[src/rtl/mips_cpu_pkg.sv]
// Shared MIPS CPU types and constants: fetch FSM states, reset vector, opcode/funct encodings.
package mips_cpu_pkg;

    typedef enum logic [1:0] {
        FETCH = 2'd0,
        WAIT  = 2'd1,
        HOLD  = 2'd2,
        HALT  = 2'd3
    } fetch_state_t;

    localparam logic [31:0] RESET_VECTOR = 32'hBFC0_0000;

    localparam logic [5:0] OP_SPECIAL = 6'h00;
    localparam logic [5:0] OP_REGIMM  = 6'h01;
    localparam logic [5:0] OP_J       = 6'h02;
    localparam logic [5:0] OP_JAL     = 6'h03;
    localparam logic [5:0] OP_BEQ     = 6'h04;
    localparam logic [5:0] OP_BNE     = 6'h05;
    localparam logic [5:0] OP_BLEZ    = 6'h06;
    localparam logic [5:0] OP_BGTZ    = 6'h07;
    localparam logic [5:0] OP_LW      = 6'h23;
    localparam logic [5:0] OP_SW      = 6'h2B;

    localparam logic [5:0] FN_SLL     = 6'h00;
    localparam logic [5:0] FN_JR      = 6'h08;
    localparam logic [5:0] FN_JALR    = 6'h09;
    localparam logic [5:0] FN_ADDU    = 6'h21;

endpackage

[src/rtl/mips_cpu_instr_split.sv]
// Combinational splitter of a 32-bit MIPS instruction word into its R/I/J-type fields.
module mips_cpu_instr_split (
    input  logic [31:0] instr,
    output logic [5:0]  opcode,
    output logic [4:0]  rs,
    output logic [4:0]  rt,
    output logic [4:0]  rd,
    output logic [4:0]  sa,
    output logic [5:0]  funct,
    output logic [15:0] offset,
    output logic [25:0] target
);

    assign opcode = instr[31:26];
    assign rs     = instr[25:21];
    assign rt     = instr[20:16];
    assign rd     = instr[15:11];
    assign sa     = instr[10:6];
    assign funct  = instr[5:0];
    assign offset = instr[15:0];
    assign target = instr[25:0];

endmodule

[src/rtl/mips_cpu_fetch.sv]
// Instruction fetch stage: FETCH -> WAIT -> HOLD loop over an Avalon-style read bus, halts at HALT_ADDR.
// Optional bus-timeout watchdog enabled by defining FETCH_TIMEOUT_EN.
module mips_cpu_fetch
    import mips_cpu_pkg::*;
#(
    parameter logic [31:0] HALT_ADDR      = 32'h0000_0000,
    parameter int unsigned TIMEOUT_CYCLES = 255
) (
    input  logic        clk,
    input  logic        reset,
    input  logic [31:0] pc,
    input  logic        stall,
    output logic [31:0] mem_address,
    output logic        mem_read,
    output logic [3:0]  mem_byteenable,
    input  logic        mem_waitrequest,
    input  logic [31:0] mem_readdata,
    output logic [31:0] instr,
    output logic [5:0]  opcode,
    output logic [4:0]  rs,
    output logic [4:0]  rt,
    output logic [4:0]  rd,
    output logic [4:0]  sa,
    output logic [5:0]  funct,
    output logic [15:0] offset,
    output logic [25:0] target,
    output logic        instr_valid,
    output logic        pc_en,
    output logic        active,
    output logic        fetch_err
);

    fetch_state_t state_q;
    logic [31:0]  addr_q;
    logic         read_q;
    logic [31:0]  instr_q;
    logic         valid_q;
    logic         active_q;

`ifdef FETCH_TIMEOUT_EN
    localparam logic [7:0] TIMEOUT_LAST = 8'(TIMEOUT_CYCLES - 1);
    logic [7:0] wait_cnt_q;
    logic       err_q;
`else
    logic       unused_timeout;
    assign unused_timeout = ^TIMEOUT_CYCLES;
`endif

    always_ff @(posedge clk or negedge reset) begin
        if (!reset) begin
            state_q    <= FETCH;
            addr_q     <= '0;
            read_q     <= 1'b0;
            instr_q    <= '0;
            valid_q    <= 1'b0;
            active_q   <= 1'b1;
`ifdef FETCH_TIMEOUT_EN
            wait_cnt_q <= '0;
            err_q      <= 1'b0;
`endif
        end else begin
            case (state_q)
                FETCH: begin
                    if (pc == HALT_ADDR) begin
                        state_q  <= HALT;
                        active_q <= 1'b0;
                    end else begin
                        addr_q  <= pc;
                        read_q  <= 1'b1;
                        state_q <= WAIT;
`ifdef FETCH_TIMEOUT_EN
                        wait_cnt_q <= '0;
`endif
                    end
                end
                WAIT: begin
                    if (!mem_waitrequest) begin
                        instr_q <= mem_readdata;
                        read_q  <= 1'b0;
                        valid_q <= 1'b1;
                        state_q <= HOLD;
                    end
`ifdef FETCH_TIMEOUT_EN
                    // Timeout fires on the TIMEOUT_CYCLES-th stalled cycle.
                    else if (wait_cnt_q == TIMEOUT_LAST) begin
                        read_q   <= 1'b0;
                        err_q    <= 1'b1;
                        active_q <= 1'b0;
                        state_q  <= HALT;
                    end else begin
                        wait_cnt_q <= wait_cnt_q + 8'd1;
                    end
`endif
                end
                HOLD: begin
                    if (!stall) begin
                        valid_q <= 1'b0;
                        state_q <= FETCH;
                    end
                end
                HALT: begin
                    read_q   <= 1'b0;
                    valid_q  <= 1'b0;
                    active_q <= 1'b0;
                end
                default: state_q <= HALT;
            endcase
        end
    end

    assign mem_address    = addr_q;
    assign mem_read       = read_q;
    assign mem_byteenable = 4'hF;
    assign instr          = instr_q;
    assign instr_valid    = valid_q;
    assign active         = active_q;
    assign pc_en          = (state_q == HOLD) && !stall;

`ifdef FETCH_TIMEOUT_EN
    assign fetch_err = err_q;
`else
    assign fetch_err = 1'b0;
`endif

    mips_cpu_instr_split u_split (
        .instr  (instr_q),
        .opcode (opcode),
        .rs     (rs),
        .rt     (rt),
        .rd     (rd),
        .sa     (sa),
        .funct  (funct),
        .offset (offset),
        .target (target)
    );

endmodule

[config.mk]
export PLATFORM = sky130hd
export DESIGN_NAME = mips_cpu_fetch
export DESIGN_NICKNAME = d
export VERILOG_FILES = /design/src/rtl/mips_cpu_pkg.sv /design/src/rtl/mips_cpu_instr_split.sv /design/src/rtl/mips_cpu_fetch.sv
export SDC_FILE = /design/constraint.sdc
export NUM_CORES = 1
export LEC_CHECK = 0
export CORE_ASPECT_RATIO = 1.75
export CORE_MARGIN = 8
export CORE_UTILIZATION = 37
export CTS_CLUSTER_SIZE = 24
export DETAILED_ROUTE_END_ITERATION = 10
export HOLD_SLACK_MARGIN = 0.02
export PLACE_DENSITY = 0.85
export SLEW_MARGIN = 10
export SYNTH_ARGS = -nofsm -noshare
export SYNTH_HDL_FRONTEND = slang
export SYNTH_SLANG_ARGS = --single-unit
[constraint.sdc]
create_clock -name clk -period 2.13 [get_ports clk]
set_input_delay 0.3195 -clock clk [delete_from_list [all_inputs] [get_ports clk]]
set_output_delay 0.3195 -clock clk [all_outputs]
set_load 0.05 [all_outputs]
== Word-level counts from Yosys, hierarchy flattened ==
Index checks and enable logic that the tools add are counted.
Word-level totals
  flip-flop bits (word level): 69
  output and inout bits: 147
  word-level logic and storage cells: 41
  input port bits: 68
Operators by class
  reductions and logical operators: 14
  bitwise operators: 2
  muxes and demuxes: 12
  equality and inequality tests: 7
Operators by type and width (number)
  $logic_not A32 Y1: 1
  $reduce_and A3 Y1: 3
  $reduce_bool A3 Y1: 3
  $ne A2 B2 Y1 const B: 4
  $mux W2: 3
  $pmux W1 S3: 2
  $pmux W2 S3: 1
  $reduce_and A2 Y1: 3
  $mux W1: 5
  $eq A2 B2 Y1 const B: 2
  $eq A2 B1 Y1 const B: 1
  $logic_not A2 Y1: 1
  $not A1 Y1: 2
  $pmux W1 S2: 1
  $reduce_bool A2 Y1: 1
  $logic_and A1 B1 Y1: 1
  $logic_not A1 Y1: 1

== Depth between registers and ports, before layout ==
  word-level depth: 3
  mapped depth: 6
  gate-level depth less buffers: 6

== Cells and area by module ==
A second synthesis with hierarchy kept.
Unflattened totals
  cells, all modules: 262
  area, all modules: 3388.2 µm²
By module, submodules not included
  mips_cpu_fetch: seq. area each 1727.9 µm², instances 1, area each 2832.7 µm², cells each 188
  mips_cpu_instr_split: seq. area each 0.0 µm², instances 1, area each 555.5 µm², cells each 74

== Worst setup path before layout ==
Ideal clock, no wire load.
  kind: reg2out
  from: register state_q[0]
  to: output port pc_en
  arrival: 1421 ps
  stages on the path, launching flop included: 4
  slack: 389 ps
  path buffers: 0
  required time: 1811 ps
  path through: dfrtp_1 inv_1 ha_1 nor2b_1
On the way
  cells in the longest elaborated chain, start to end: 2
Ends and longest elaborated chain
  start: declaration: line mips_cpu_fetch.sv:33  | fetch_state_t state_q;
  start signal: assignment: line mips_cpu_fetch.sv:51  | state_q <= FETCH;
  start signal: assignment: line mips_cpu_fetch.sv:65  | state_q <= HALT;
  start signal: assignment: line mips_cpu_fetch.sv:70  | state_q <= WAIT;
  $eq A2 B2 Y1: line mips_cpu_fetch.sv:117  | assign pc_en = (state_q == HOLD) && !stall;
  $logic_and A1 B1 Y1: line mips_cpu_fetch.sv:117
  end: declaration: line mips_cpu_fetch.sv:28  | output logic pc_en,
No other way between the ends.

== Worst setup path after layout ==
  from: input port pc[29]
  to: register read_q, in the netlist mem_read
On the way
  cells in the longest elaborated chain, start to end: 3
Ends and longest elaborated chain
  start: declaration: line mips_cpu_fetch.sv:11  | input logic [31:0] pc,
  $logic_not A32 Y1: line mips_cpu_fetch.sv:64  | if (pc == HALT_ADDR) begin
  $ne A2 B2 Y1 (no source line)
  $reduce_and A3 Y1 (no source line)
  end signal: assignment: line mips_cpu_fetch.sv:53  | read_q <= 1'b0;
  end signal: assignment: line mips_cpu_fetch.sv:69  | read_q <= 1'b1;
  end signal: assignment: line mips_cpu_fetch.sv:79  | read_q <= 1'b0;
  end: declaration: line mips_cpu_fetch.sv:35  | logic read_q;
No other way between the ends.
A chain may end at the register's enable or synchronous reset.

==> summary.txt <==
===============================================================================================
Remaining DRCs                                                                                0
Maximum capacitance violations                                                                0
Mapped Avg Cell Area                                                                   12.9 um2
TritonCTS clock tree                                                                       done
Launching element type of the critical path                                           input pin
Synth Instances                                                                             262
Async set-reset flop share out of synthesis                                                100%
Port Buf Inserts                                                                            209
Final critical-path required period                                                     1.97 ns
Antenna-violating nets left                                                                   0
Number of iterations in the first detailed-routing pass                                       3
Clk sinks                                                                                    69
Share of post-route cells with drive strength above 1                                     22.9%
H-tree depth                                                                                  3
Count of flip-flops with a built-in enable after synthesis                                    0
Cell taking the most area after synthesis                                               dfrtp_1
Max Freq                                                                                508 MHz
Required @ worst endpoint                                                               2.34 ns
Clock buffer depth                                                                            2
Antenna violations before repair                                                              0
Wire length on met2                                                                     5.32 mm
Weighted congestion reported at the end of routability-driven placement                   0.756
Clock root buffer                                                                     clkbuf_16
Clock buffers created by TritonCTS                                                            9
Sequential-to-total area share from yosys stat                                            51.0%
Total number of placement rows                                                               46
Final count of negative-setup-slack endpoints                                                 0
Count of final hold-check violations                                                          0
Fin Clk Skew                                                                         0.00425 ns
RSZ-0062 raised after global routing                                                      false
Critical Path AT                                                                        2.17 ns
Top flip-flop cell by instance count after synthesis                                    dfrtp_1
Least-Margin Pin Slew                                                                  0.558 ns
Slew HR                                                                                   62.7%
Final std cell area, no fill                                                           5440 um2
Initial Util                                                                              37.7%
Die X                                                                                   88.3 um
Die footprint                                                                         12600 um2
M1 wire length                                                                          2.97 mm
Worst reg-to-reg setup slack                                                            0.44 ns
Global-route wire length before repair                                                  13.9 mm
Highest routing layer actually used                                                        met4
Multi-input gate area in the final layout                                              1030 um2
Count leader, synth                                                                       buf_4
Number of standard cells in the layout, taps in and fillers out                             535
Clock input transition at the sequential cells of the worst setup and hold paths        0.06 ns
Most frequent cells after synthesis                                                buf_4 (79), dfrtp_1 (68), mux2_2 (61)
Path class of the lowest-slack min-delay path                                           reg2reg
Clock latency at the later pin of the worst-skew pair                                   0.32 ns
Ports placed on the boundary                                                                215
Core box area                                                                          8980 um2
Total track usage                                                                         14.5%
Number of inserted filler cells in the final layout                                         761
Post-Syn Area                                                                          3390 um2
Grt total ovfl                                                                                0
Total via count in the routed design                                                       2388
Pin count of the biggest net entering global routing                                         34
Total of warnings raised by yosys                                                             0
Die H                                                                                    143 um
Met3 wirelength from detailed routing                                                   1.00 mm
Count of unique library cells instantiated by Yosys                                          25
Final HPWL from detailed placement                                                      7.79 mm
Synth top area share                                                                      50.2%
FF+latch area                                                                          1730 um2
FF+latch count, synth                                                                        69
Detail-routed net length per standard cell                                              17.7 um
Total wirelength of the detailed-routed design                                          9.47 mm
Syn-to-layout area delta                                                                  60.6%
Final-report max-slew violation count                                                         0
Detailed Route Iter0 Violations                                                              39
Total placed cells including tap cells                                                      518
Top post-synthesis cells by area                                                   dfrtp_1 (50%), mux2_2 (20%), buf_4 (18%)
Critical path capture point type                                                      flip-flop
Count of antenna diodes in the layout                                                         0
Post-CTS Setup Bufs                                                                           0
Dpl cell area                                                                          5120 um2
Via density per instance                                                                   4.46
Type of the worst setup path                                                             in2reg
Via count of the first global-routing pass                                                 2630
Final design utilization                                                                  60.6%
Fin crit share                                                                            92.4%
Maximum net fanout on the critical path                                                       3
Post-layout nets                                                                            484
Result of the run                                                                  complete, no violations
===============================================================================================
## logic make-up (layout without fill, tap and decap cells)
family / count (synthesis) / after routing / synth area share (%)
buf+inv: 90 / 240 / 19.5
fa+ha+maj: 6 / 6 / 2.22
compound gates: 11 / 11 / 2.36
other cells: 2 / 5 / 0.222
simple gates: 19 / 19 / 3.10
flops: 69 / 69 / 51.0
mux: 65 / 65 / 21.6
## flip-flops by register name, summed over array words and instances (netlist names)
register and flops:
state_q 2, active 1, mem_read 1, mem_address 32, instr_valid 1, instr 32
## what timing repair did
item | 4_1_cts | 5_1_grt
pin swaps | 0 | 0
resized for setup | 1 | 1
gates cloned | 0 | 0
endpoints found under the hold margin | 15 | 0
hold buffers | 1 | 0
setup endpoints to repair | 1 | 18
## layout by cell type (no fill, tap or decap), drive strengths merged
master	count
clkdlybuf4s50	206
dfrtp	68
mux2	65
buf	13
clkbuf	9
nor4	8
ha	6
conb	5
inv	5
nand2	4
a21oi	3
clkinvlp	3
o21ai	3
nand4	2
o31ai	2
nor2b	2
clkinv	2
nor3	1
a211oi	1
or3	1
a22oi	1
nor2	1
a22o	1
dfstp	1
bufinv	1
dlygate4sd3	1
## routing by layer
layer  GRT usage, %  up-vias
li1               -     1098
met1           12.6     1150
met5              0        -
met3           4.80       14
met2           27.9      126
met4           6.82        0
## worst max-delay path, cell delays in order
cell and delay (ns):
clkdlybuf4s50_1 0.43, nor4_2 0.37, nand4_1 0.25, buf_4 0.21, o31ai_1 0.23, mux2_2 0.36
## area by class of cell
class | instances | area share, %
tap | 120 | 2.76
timing repair buffer | 220 | 40.7
inverter | 4 | 0.276
clock buffer | 9 | 4.14
multi-input combinational | 106 | 18.9
sequential | 69 | 31.8
clock inverter | 7 | 1.38
## per-stage QoR
stage	TNS, ns	setup slack (ns)	hold slack (ns)
after global placement	-11.62	-0.366	0.279
after detailed placement	-10.81	-0.350	0.289
after floorplan	0	0.389	0.0239
final	0	0.161	0.463
after CTS	0	0.126	0.464
after global routing	0	0.00461	0.499
## final timing paths
kind,start,end,cells past startpoint
setup / recovery,pc[29],mem_read$_DFFE_PN0P_,6
hold / removal,active$_DFFE_PN1P_,active$_DFFE_PN1P_,2
setup reg to reg,state_q[1]$_DFFE_PN0P_,instr[19]$_DFFE_PN0P_,5
hold reg to reg,active$_DFFE_PN1P_,active$_DFFE_PN1P_,2
max in group asynchronous,reset,mem_address[8]$_DFFE_PN0P_,3
min in group asynchronous,reset,instr[6]$_DFFE_PN0P_,2
Power is not shown: default switching activity piles up to over one toggle a cycle in this logic, so the estimate is an artifact.
